## src/rtl/fft_pkg.sv

```systemverilog
// rtl/fft_pkg.sv - shared FSM state type, default sizes and index-width helper for the FFT scheduler.
package fft_pkg;

  typedef enum logic [1:0] {
    IDLE  = 2'd0,
    RUN   = 2'd1,
    DRAIN = 2'd2,
    DONE  = 2'd3
  } state_t;

  localparam int DEF_LOG_N  = 6;
  localparam int DEF_BF_LAT = 3;

  // Width needed to index n items, never narrower than one bit.
  function automatic int idx_w(input int n);
    return (n < 2) ? 1 : $clog2(n);
  endfunction

endpackage

```

## src/rtl/fft_bf_delay.sv

```systemverilog
// rtl/fft_bf_delay.sv - fixed-depth valid+data shift register, cleared by reset.
module fft_bf_delay #(
  parameter int DEPTH = 3,
  parameter int W     = 8
) (
  input  logic         clock,
  input  logic         reset,
  input  logic         in_valid,
  input  logic [W-1:0] in_data,
  output logic         out_valid,
  output logic [W-1:0] out_data
);

  logic [DEPTH-1:0] vld_q, vld_d;
  logic [W-1:0]     dat_q [DEPTH];
  logic [W-1:0]     dat_d [DEPTH];

  always_comb begin
    vld_d[0] = in_valid;
    dat_d[0] = in_data;
    for (int i = 1; i < DEPTH; i++) begin
      vld_d[i] = vld_q[i-1];
      dat_d[i] = dat_q[i-1];
    end
  end

  always_ff @(posedge clock) begin
    if (reset) begin
      vld_q <= '0;
      for (int i = 0; i < DEPTH; i++) dat_q[i] <= '0;
    end else begin
      vld_q <= vld_d;
      dat_q <= dat_d;
    end
  end

  assign out_valid = vld_q[DEPTH-1];
  assign out_data  = dat_q[DEPTH-1];

endmodule

```

## src/rtl/fft_bf_sched.sv

```systemverilog
// rtl/fft_bf_sched.sv - in-place radix-2 DIT FFT butterfly scheduler with drain gaps between stages.
// Optional FFT_BF_SCHED_SCALE_EN adds a per-stage scale-by-half request (scale, scale_mask).
module fft_bf_sched
  import fft_pkg::*;
#(
  parameter int LOG_N  = DEF_LOG_N,
  parameter int BF_LAT = DEF_BF_LAT
) (
  input  logic                       clock,
  input  logic                       reset,
  input  logic                       start,
  output logic                       busy,
  output logic                       done,
  output logic [idx_w(LOG_N)-1:0]    stage,
  output logic                       rd_en,
  output logic [LOG_N-1:0]           rd_addr0,
  output logic [LOG_N-1:0]           rd_addr1,
  output logic [LOG_N-2:0]           tw_addr,
  output logic                       wr_en,
  output logic [LOG_N-1:0]           wr_addr0,
  output logic [LOG_N-1:0]           wr_addr1
`ifdef FFT_BF_SCHED_SCALE_EN
  ,
  output logic                       scale,
  input  logic [LOG_N-1:0]           scale_mask
`endif
);

  localparam int AW = LOG_N;
  localparam int KW = LOG_N - 1;
  localparam int SW = idx_w(LOG_N);
  localparam logic [KW-1:0] K_LAST = '1;
  localparam logic [SW-1:0] S_LAST = SW'(LOG_N - 1);

  state_t        state_q, state_d;
  logic [SW-1:0] s_q, s_d;
  logic [KW-1:0] k_q, k_d;
  logic [3:0]    dcnt_q, dcnt_d;

  logic [AW-1:0] k_ext, mask, pos, grp, a0, a1, tw_full;
  logic          issue;

  always_comb begin
    state_d = state_q;
    s_d     = s_q;
    k_d     = k_q;
    dcnt_d  = dcnt_q;
    case (state_q)
      IDLE: begin
        if (start) begin
          state_d = RUN;
          s_d     = '0;
          k_d     = '0;
        end
      end
      RUN: begin
        if (k_q == K_LAST) begin
          state_d = DRAIN;
          dcnt_d  = 4'(BF_LAT);
        end else begin
          k_d = k_q + KW'(1);
        end
      end
      DRAIN: begin
        // Leave only once the stage's last write-back has left the pipeline.
        if (dcnt_q == 4'd1) begin
          if (s_q == S_LAST) begin
            state_d = DONE;
          end else begin
            state_d = RUN;
            s_d     = s_q + SW'(1);
            k_d     = '0;
          end
        end else begin
          dcnt_d = dcnt_q - 4'd1;
        end
      end
      DONE: begin
        state_d = IDLE;
        s_d     = '0;
      end
      default: state_d = IDLE;
    endcase
  end

  always_ff @(posedge clock) begin
    if (reset) begin
      state_q <= IDLE;
      s_q     <= '0;
      k_q     <= '0;
      dcnt_q  <= '0;
    end else begin
      state_q <= state_d;
      s_q     <= s_d;
      k_q     <= k_d;
      dcnt_q  <= dcnt_d;
    end
  end

  // x0 has bit s clear; the group index fills the bits above s, the position the bits below.
  always_comb begin
    k_ext   = AW'(k_q);
    mask    = (AW'(1) << s_q) - AW'(1);
    pos     = k_ext & mask;
    grp     = k_ext >> s_q;
    a0      = ((grp << s_q) << 1) | pos;
    a1      = a0 | (AW'(1) << s_q);
    tw_full = pos << (LOG_N - 1 - int'(s_q));
  end

  assign issue    = (state_q == RUN);
  assign rd_en    = issue;
  assign rd_addr0 = issue ? a0 : '0;
  assign rd_addr1 = issue ? a1 : '0;
  assign tw_addr  = issue ? tw_full[AW-2:0] : '0;
  assign busy     = (state_q != IDLE);
  assign done     = (state_q == DONE);
  assign stage    = s_q;

`ifdef FFT_BF_SCHED_SCALE_EN
  assign scale = issue & scale_mask[s_q];
`endif

  fft_bf_delay #(
    .DEPTH (BF_LAT),
    .W     (2 * AW)
  ) u_wr_dly (
    .clock     (clock),
    .reset     (reset),
    .in_valid  (issue),
    .in_data   ({rd_addr0, rd_addr1}),
    .out_valid (wr_en),
    .out_data  ({wr_addr0, wr_addr1})
  );

endmodule

```

## config.mk

```make
export PLATFORM = sky130hd
export DESIGN_NAME = fft_bf_sched
export DESIGN_NICKNAME = d
export VERILOG_FILES = /design/src/rtl/fft_pkg.sv /design/src/rtl/fft_bf_delay.sv /design/src/rtl/fft_bf_sched.sv
export SDC_FILE = /design/constraint.sdc
export NUM_CORES = 1
export LEC_CHECK = 0
export BUFFER_PORTS_ARGS = -buffer_cell sky130_fd_sc_hd__buf_4
export CAP_MARGIN = 20
export CORE_MARGIN = 8
export CORE_UTILIZATION = 58
export CTS_CLUSTER_DIAMETER = 200
export DETAILED_ROUTE_END_ITERATION = 7
export GPL_TIMING_DRIVEN = 1
export PLACE_DENSITY_LB_ADDON = 0.1
export SLEW_MARGIN = 10
export SYNTH_ARGS = -nofsm -noshare
export SYNTH_HDL_FRONTEND = slang
export SYNTH_SLANG_ARGS = --single-unit
```

## constraint.sdc

```tcl
create_clock -name clock -period 5.25 [get_ports clock]
set_clock_uncertainty 0.05 [all_clocks]
set_input_delay 0.2625 -clock clock [delete_from_list [all_inputs] [get_ports clock]]
set_output_delay 0.2625 -clock clock [all_outputs]
set_load 0.05 [all_outputs]
```

# Word-level counts from Yosys, hierarchy flattened
# Index checks and enable logic that the tools add are counted.
word_totals:
  input_bits: 3
  ff_bits: 53
  elab_cells: 61
  output_inout_bits: 36
op_classes:
  bitwise_logic: 3
  n_reduce_logical: 9
  addsub: 5
  n_eq_ne: 12
  shifts: 4
  mux: 20
ops:
  columns: ["op", "count"]
  rows:
  - ["$shl A6 B32 Y5", 1]
  - ["$mux W5", 5]
  - ["$pmux W5 S3", 1]
  - ["$mux W6", 2]
  - ["$or A6 B6 Y6", 2]
  - ["$ne A2 B2 Y1 const B", 5]
  - ["$mux W3", 3]
  - ["$pmux W3 S3", 1]
  - ["$mux W2", 4]
  - ["$mux W4", 2]
  - ["$pmux W2 S4", 1]
  - ["$pmux W4 S2", 1]
  - ["$and A5 B6 Y6", 1]
  - ["$reduce_and A3 Y1", 2]
  - ["$reduce_bool A3 Y1", 2]
  - ["$shl A1 B3 Y6 const A", 1]
  - ["$shl A6 B3 Y5", 1]
  - ["$shr A5 B3 Y6", 1]
  - ["$sub A6 B2 Y6 const B", 1]
  - ["$add A5 B1 Y5 const B", 1]
  - ["$eq A5 B5 Y1 const B", 1]
  - ["$reduce_and A5 Y1", 1]
  - ["$eq A2 B2 Y1 const B", 2]
  - ["$eq A4 B1 Y1 const B", 1]
  - ["other kinds (9)", 10]

# Depth between registers and ports, before layout
# Gate-level depths: netlist of run 1.
depth:
  word_depth: 6
  depth_mapped: 8
  ltp_nobuf: 7

# Cells and area by module
# A second synthesis of run 1 with hierarchy kept.
unflattened:
  hier_cells: 262
  hier_area_um2: 2503.7
by_module_without_submodules:
  columns: ["mod", "area_per_inst_um2", "seq_area_each_um2", "cells_per_inst", "n_inst"]
  rows:
  - ["fft_bf_sched", 1428.9, 280.3, 180, 1]
  - ["fft_bf_delay", 1074.8, 780.7, 82, 1]

# Worst setup path after synthesis of run 1
# No wires, ideal clock.
synth_path:
  path_kind: "flip-flop to output port"
  startpoint: "register s_q[1], in the netlist stage[1]"
  endpoint: "output port tw_addr[1]"
  path_slack_ns: 1.679
  arrival_ns: 3.258
  stages_incl_launch_ff: 7
  n_path_buf: 1
  t_required_ns: 4.938
  cell_sequence: "dfxtp_1 -> clkbuf_1 -> inv_2 -> ha_1 -> nor2b_1 -> mux2i_1 -> nor4_1"
synth_between:
  elab_chain_cells: 5
synth_rtl:
  columns: ["item", "line_no", "rtl"]
  rows:
  - ["from (decl)", "fft_bf_sched.sv:36", "logic [SW-1:0] s_q, s_d;"]
  - ["from (signal assigned)", "fft_bf_sched.sv:89", "s_q <= '0;"]
  - ["from (signal assigned)", "fft_bf_sched.sv:94", "s_q <= s_d;"]
  - ["$shl A1 B3 Y6", "fft_bf_sched.sv:103", "mask = (AW'(1) << s_q) - AW'(1);"]
  - ["$sub A6 B2 Y6", "fft_bf_sched.sv:103", null]
  - ["$and A5 B6 Y6", "fft_bf_sched.sv:104", "pos = k_ext & mask;"]
  - ["$shl A6 B32 Y5 *", "fft_bf_sched.sv:108", "tw_full = pos << (LOG_N - 1 - int'(s_q));"]
  - ["$mux W5 *", "fft_bf_sched.sv:115", "assign tw_addr = issue ? tw_full[AW-2:0] : '0;"]
  - ["to (decl)", "fft_bf_sched.sv:18", "output logic [LOG_N-2:0] tw_addr,"]
# Mark *: on every way between the ends. The rest lies on a longest branch, timed or not.

# Worst setup path after layout of run 1
layout_path:
  startpoint: "register s_q[0], in the netlist stage[0]"
  endpoint: "output port tw_addr[3]"
# The elaborated chain is that of the path after synthesis.

==> results of run 1 <==
## logic make-up (layout without fill, tap and decap cells)
group	count (synthesis)	after routing
AO/OA/AOI/OAI	51	51
AND/OR/NAND/NOR	107	107
multiplexers	4	4
buffers and inverters	35	58
XOR/XNOR	3	3
adder cells (fa/ha/maj)	19	19
flip-flops	53	53
## stage by stage
stage                     worst slack (ns)  instances  util, %  cell area [um^2]  power (W)
after floorplan                       1.68        272        -              2510   0.000715
after global placement                2.57        339     63.8              2720   0.000776
after detailed placement              2.50        339     63.8              2720   0.000781
after CTS                             2.16        347     66.1              2820    0.00101
after global routing                  1.83        347     66.1              2820    0.00106
final                                 2.13        347     66.1              2820    0.00100
## state kept, by name (all words and copies together), names as in the netlist
name	flops
k_q	5
stage	3
u_wr_dly.out_data	12
state_q	2
u_wr_dly.vld_q	3
u_wr_dly.dat_d	24
dcnt_q	4
## metal layers
metal | up-vias | track usage, % | share of wire, %
li1 | 964 | - | -
met1 | 836 | 18.3 | 45
met2 | 35 | 26.0 | 49
met3 | 2 | 2.74 | 5.6
met4 | 0 | 3.68 | 0.48
met5 | - | 0 | 0
## final cells by class
class | instances | share of cell area, %
Timing Repair Buffer | 38 | 10.1
Clock buffer | 5 | 2.44
Clock inverter | 3 | 0.888
Multi-Input combinational cell | 184 | 45.0
Inverter | 12 | 1.60
Sequential cell | 53 | 37.7
Tap cell | 52 | 2.31
## synth_stat cells, types with 5 or more instances
library cell   n
a211oi_1       5
a21oi_1       18
and2_1         6
buf_4         12
clkbuf_1       9
dfxtp_1       53
ha_1          19
inv_1          9
nand2_1       13
nand2b_1       7
nor2_1        28
nor2b_1       27
o21ai_0        7
## worst max-delay path: stages (launching register included)
cell	delay, ns
dfxtp_1	0.72
inv_1	0.26
ha_1	0.30
nor3_1	0.36
or3_1	0.18
nand4_1	0.10
a221oi_1	0.32
buf_4	0.25
## power by group through the flow
stage	sequential, W	clock, W	combinational (W)
after detailed placement	0.000467	0	0.000314
final	0.000457	0.000233	0.000313
after CTS	0.000457	0.000241	0.000315
after global placement	0.000466	0	0.000310
after global routing	0.000462	0.000259	0.000344
after floorplan	0.000464	0	0.000251
## how the worst min path moves through the flow
stage / startpoint / to / depth (start not counted)
final: reset / u_wr_dly.out_data[7] / 2
after global routing: reset / u_wr_dly.out_data[2] / 2
after CTS: reset / u_wr_dly.out_data[9] / 2
after detailed placement: u_wr_dly.vld_q[0] / u_wr_dly.vld_q[1] / 1
after global placement: u_wr_dly.dat_d[10] / u_wr_dly.out_data[10] / 1
after floorplan: u_wr_dly.dat_d[12] / u_wr_dly.dat_d[0] / 1
==> results.txt, run 1 <==
- Static timing analysis puts the maximum clock frequency at 321 MHz.
* Commonest cells after routing, fill and taps aside: dfxtp_1 (53), buf_4 (38), nor2_1 (28)
- Cells resized by post-CTS repair: 0
- Fraction of the yosys area taken by sequential cells: 42.3%
* Biggest area contributors in the synthesized netlist: dfxtp_1 (42%), ha_1 (9.5%), nor2b_1 (6.7%)
- Area of the mapped netlist: 0.00251 mm^2
- In this run the critical register-to-register path is launched from stage[0].
- Of the total synthesized cell area, the portion taken by XOR and XNOR cells is 1.05%.
* Maximum buffer depth of the clock tree: 2
* Multi-input gate area: 0.00127 mm^2
- Routed wirelength normalized by instance count: 13.9 um
- VDD sags by at most 0.228 mV.
- Status: finished clean
- Final-report hold violation count: 0
- The clock reaches the later pin of the worst-skew pair after 0.30 ns.
- Dominant register cell in the synthesized netlist: dfxtp_1
* Logic depth of the worst register-to-register path: 6
* Number of register bits inferred by synthesis: 53
* Post-DR vias/cell: 5.29
* Layout cells sized above 1: 18.6%
- Global Route Usage Sum: 14.9%
* Area fraction in compound gates after synthesis: 14.7%
- The die covers 0.00668 mm^2.
* Vias in the first global route: 1714
- 0 antenna diodes ended up in the layout.
- Aggregate routed wire length: 4840 um
- Largest net degree at the start of global routing: 44
* Number of unique standard cell types used by synthesis: 51
- Worst hold slack across all endpoints: 0.321 ns
* Number of flops mapped to enable cells by yosys: 0
- Clock tree root buffer cell: clkbuf_8
- Power spread over the standard cell area amounts to 356 mW/mm^2.
* CP Capture Type: primary output
* Max-slew violation total from the final report: 0
- The library cell used most frequently in the layout, excluding fill and tap cells, is dfxtp_1.
* Initial Util: 58.8%
- Placer congestion estimate: 0.870
* Post-synthesis cell type with the largest combined area: dfxtp_1
* Critical-path maximum fanout: 17
- Element type at the critical path start: flip-flop
* Switching part of the total: 36.8%
* Slew at the pin closest to its max-slew limit: 0.599 ns
- Die Y-Extent: 81.7 um
* Inserted Clock Buffers: 5
- Post-synthesis mux area share: 1.60%
- Setup repair after global routing left no endpoint under its margin.
- For the worst setup path, the data arrival time is 2.81 ns.
* Remaining global-route overflow: 0
- Subtracting the final worst setup slack from the clock period gives 3.12 ns.
- Sequential cell fraction of total power: 45.6%
* Part of the power in combinational logic: 31.2%
* CP Launch Point: stage[0]
- TritonCTS clock tree: yes
- Share of power burned in the clock network: 23.2%
* Mean post-synth cell area: 9.21 um^2
- After clock tree synthesis, the flow added hold-fix buffers numbering 0.
* Fraction of the mapped netlist area in adder cells: 9.49%
- Capture instance of the worst register-to-register path: u_wr_dly.dat_d[21]
- The region available for standard cell placement spans 0.00426 mm^2.
* Remaining number of nets flagged by the antenna check after routing: 0
- Top cell type's share of synthesized area: 42.3%
- # nets final: 316
* Post-Syn Nets: 294
- Compared with the post-synthesis result, the final layout area differs by 12.4%.
* Switching pwr: 0.000369 W
- Data required time of the critical path: 4.94 ns
* Last element of the critical path: tw_addr[3]
- In this run the horizontal extent of the chip is 81.7 um.
- Ports placed on the boundary: 39
* Simple-gate share of the synthesized area: 23.7%
- Area taken by flip-flops and latches: 0.00106 mm^2
* Detailed-route DRC error count: 0
* Slew HR: 60.0%
- The routed layout has 1837 vias.
- First-pass GRT wire length: 7990 um
* Post-synthesis cell count: 272
- Combinational family with the most area after synthesis: simple AND/OR/NAND/NOR gates
* Clock sink total: 53
- After the first detailed-routing iteration, the DRC count stood at 124.
- In this run the core area contains 24 standard-cell rows.
- Internal portion of total power: 0.000634 W
- The worst register-to-register path has a setup slack of 2.96 ns.
- The tool flagged a number of max-cap violations equal to 0.
- Filler cell count in the final layout: 368
* Number of levels in the clock H-tree: 2
- Async SR Flop Fraction: 0%
- Antenna violations before repair: 0
- After clock tree synthesis, the clock-pin slew on the worst setup and hold paths is 0.10 ns.
- Worst min path class: in2reg
* Leak: 1.16 nW
- Syn. warnings: 0
- Buffers added to address setup during post-CTS repair amount to 0.
* Number of buffers inserted by port buffering: 38
* Crit share post-route: 59.4%
* Worst setup path category: reg2out
- Sum of net half-perimeters after detailed placement: 3560 um
* Pre-Repair DR Iteration Count: 4
* Total Neg Setup Slack: 0 ns
- Final Setup Violations: 0
Power figures use the tool's default switching activity.
==> inputs of run 2 (changes only) <==
- ABC_AREA: unset -> 1
- CORE_UTILIZATION: 58 -> 56
- clock period: 5.25 -> 3.2 ns (I/O delays scaled with it)
==> results.txt, run 2 <==
- Number of buffers inserted by port buffering: 38
* Simple-gate share of the synthesized area: 24.3%
- The critical path contains buffers and inverters numbering 3 combined.
* Worst EP arrival: 2.39 ns
* Cells resized by post-CTS repair: 0
- Top cell type's share of synthesized area: 41.7%
- In this run the vertical extent of the chip is 83.4 um.
* Final-report hold violation count: 0
- Number of levels in the clock H-tree: 2
- Pre-Repair DR Iteration Count: 4
- Series of cell instances along the critical path: inv_2 > ha_1 > nand2_1 > inv_1 > a21oi_1 > o21ai_1 > a21oi_1 > nand2_1 > a21oi_2 > buf_4
* Max-slew violation total from the final report: 0
- In this run the deepest clock path goes through 2 buffers.
* IR Drop Worst-Case VDD: 0.380 mV
- The library cell used most frequently in the layout, excluding fill and tap cells, is inv_1.
* Leak: 1.41 nW
- After detailed routing, the total wire length is 4930 um.
- Clock-pin slew was measured on the worst setup and hold paths at 0.10 ns.
* Inserted Clock Buffers: 5
- Core Region: 0.00438 mm^2
* Sum of net half-perimeters after detailed placement: 3710 um
- Leaving out fill and tap cells, the most frequent cells in the layout are inv_1 (61), nand2_1 (58), dfxtp_1 (53).
* Area fraction in compound gates after synthesis: 9.14%
* Layout cells sized above 1: 16.2%
- Cell family contributing the most delay on the critical path: flip-flops
- The floorplan step defined a die boundary enclosing 0.00696 mm^2.
* Power Dens Cells: 612 mW/mm^2
- The congestion estimate from routability-driven global placement came to 0.900.
- Of the available clock period, the critical path in the final layout requires 81.3%.
* Number of unique standard cell types used by synthesis: 27
- Worst hold slack across all endpoints: 0.212 ns
- Highest attainable clock frequency: 385 MHz
- Largest net degree at the start of global routing: 45
- The tree is rooted in a clkbuf_8.
- Dividing the detail-routed wire length by the instance count gives 11.5 um.
- Die width: 83.4 um
- Ports placed on the boundary: 39
* Status: finished clean
- Antenna violations before repair: 0
- Biggest area contributors in the synthesized netlist: dfxtp_1 (42%), ha_1 (9.3%), inv_1 (9.0%)
* Clock sink total: 53
* Element type at the critical path start: flip-flop
- From synthesis to final layout, the design area changed by 12.6%.
- Counting flops with a built-in enable in the synthesized netlist gives 0.
* Post-synthesis cell type with the largest combined area: dfxtp_1
- Among all stages on the critical path, the largest delay is contributed by dfxtp_1.
- Final Setup Violations: 0
* Post-synthesis cell count: 350
- Initial drt markers: 139
- Max cap viols: 0
- Number of register bits inferred by synthesis: 53
- First-pass GRT wire length: 8730 um
* Number of placement rows: 24
- Remaining global-route overflow: 0
- Data required time of the critical path: 2.99 ns
- Most instantiated cells after synthesis: inv_1 (61), nand2_1 (58), dfxtp_1 (53), nor2_1 (51), nand3_1 (24)
- Max reg flops: 24
- Slowest cell delay on critical path: 0.65 ns
- The critical path in this run is classified as reg2out.
* Antenna Diode Count: 0
* Clock network latency to the later pin of the worst-skew pair: 0.31 ns
- Syn. warnings: 0
* Initial Util: 58.1%
* Via count of the routed design: 2110
* Global Route Usage Sum: 14.6%
- Yosys instantiated no cell more often than inv_1.
* Slew at the pin closest to its max-slew limit: 0.497 ns
- Detailed-route DRC error count: 0
- Area of the mapped netlist: 0.00255 mm^2
- Post-Syn Nets: 372
- Mean post-synth cell area: 7.28 um^2
* Count of hold-fix buffers inserted at cts: 0
- The number of setup buffers added after CTS is 0.
- Tmin final: 2.60 ns
- For the final routed database, the setup TNS stands at 0 ns.
- Async SR Flop Fraction: 0%
- # nets final: 397
* TritonCTS clock tree: yes
- Of the post-synthesis cell area, the part taken by muxes is 0%.
- Remaining number of nets flagged by the antenna check after routing: 0
* Fraction of the yosys area taken by sequential cells: 41.7%
- Setup repair after global routing left no endpoint under its margin.
- CP Capture Type: primary output
- Of all nets on the critical path, the largest fanout is 14.
- After synthesis, the largest family of logic cells by area is simple AND/OR/NAND/NOR gates.
- Worst min path class: in2reg
- After Yosys synthesis, XOR and XNOR cells account for 0.344% of the synthesized area.
* Slew HR: 66.8%
* Vias in the first global route: 1980
- In the synthesized netlist the dominant register cell turns out to be dfxtp_1.
- Post-DR vias/cell: 4.93
- Fraction of the mapped netlist area in adder cells: 9.33%
## run 2: cell families after synthesis
group,Yosys count
XOR/XNOR,1
AO/OA/AOI/OAI,41
flip-flops,53
buffers and inverters,89
adder cells (fa/ha/maj),19
AND/OR/NAND/NOR,147
## run 2: path summary, 6_finish.rpt
kind | startpoint | endpoint | slack (ns) | cells past startpoint
setup / recovery | stage[1] | tw_addr[4] | 0.60 | 10
hold / removal | reset | u_wr_dly.vld_q[2] | 0.21 | 2
hold reg to reg | u_wr_dly.dat_d[3] | u_wr_dly.out_data[3] | 0.35 | 2
setup reg to reg | stage[1] | k_q[0] | 1.13 | 10
## run 2: final cells by class
class | count | area [um^2]
fillers | 411 | 1520
multi-input cells | 208 | 1100
flip-flops and latches | 53 | 1060
repair buffers | 39 | 293
inverters | 68 | 255
clock buffers | 5 | 68.8
well taps | 52 | 65.1
clock inverters | 3 | 26.3
## run 2: metal layers
metal	vias to the layer above	part of all wire, %	global-route usage [%]
li1	1113	-	-
met1	945	46	16.4
met2	45	47	25.3
met3	7	5.7	4.30
met4	0	1.4	5.49
met5	-	0	0
## run 2: where the power goes
group | internal (W) | switching (W)
Clock | 0.000159 | 0.000238
Sequential | 0.000720 | 0.0000508
Combinational | 0.000173 | 0.000414
Total | 0.00105 | 0.000702
## run 2: through the flow
stage	utilization (%)	area (um^2)	total power [W]	worst slack, ns	cells
finish	65.4	2870	0.00175	0.600	428
global route	65.4	2870	0.00186	0.360	428
CTS	65.4	2870	0.00177	0.599	428
detailed placement	63.2	2770	0.00137	0.969	420
global placement	63.2	2770	0.00137	1.03	420
floorplan	-	2550	0.00124	0.272	350
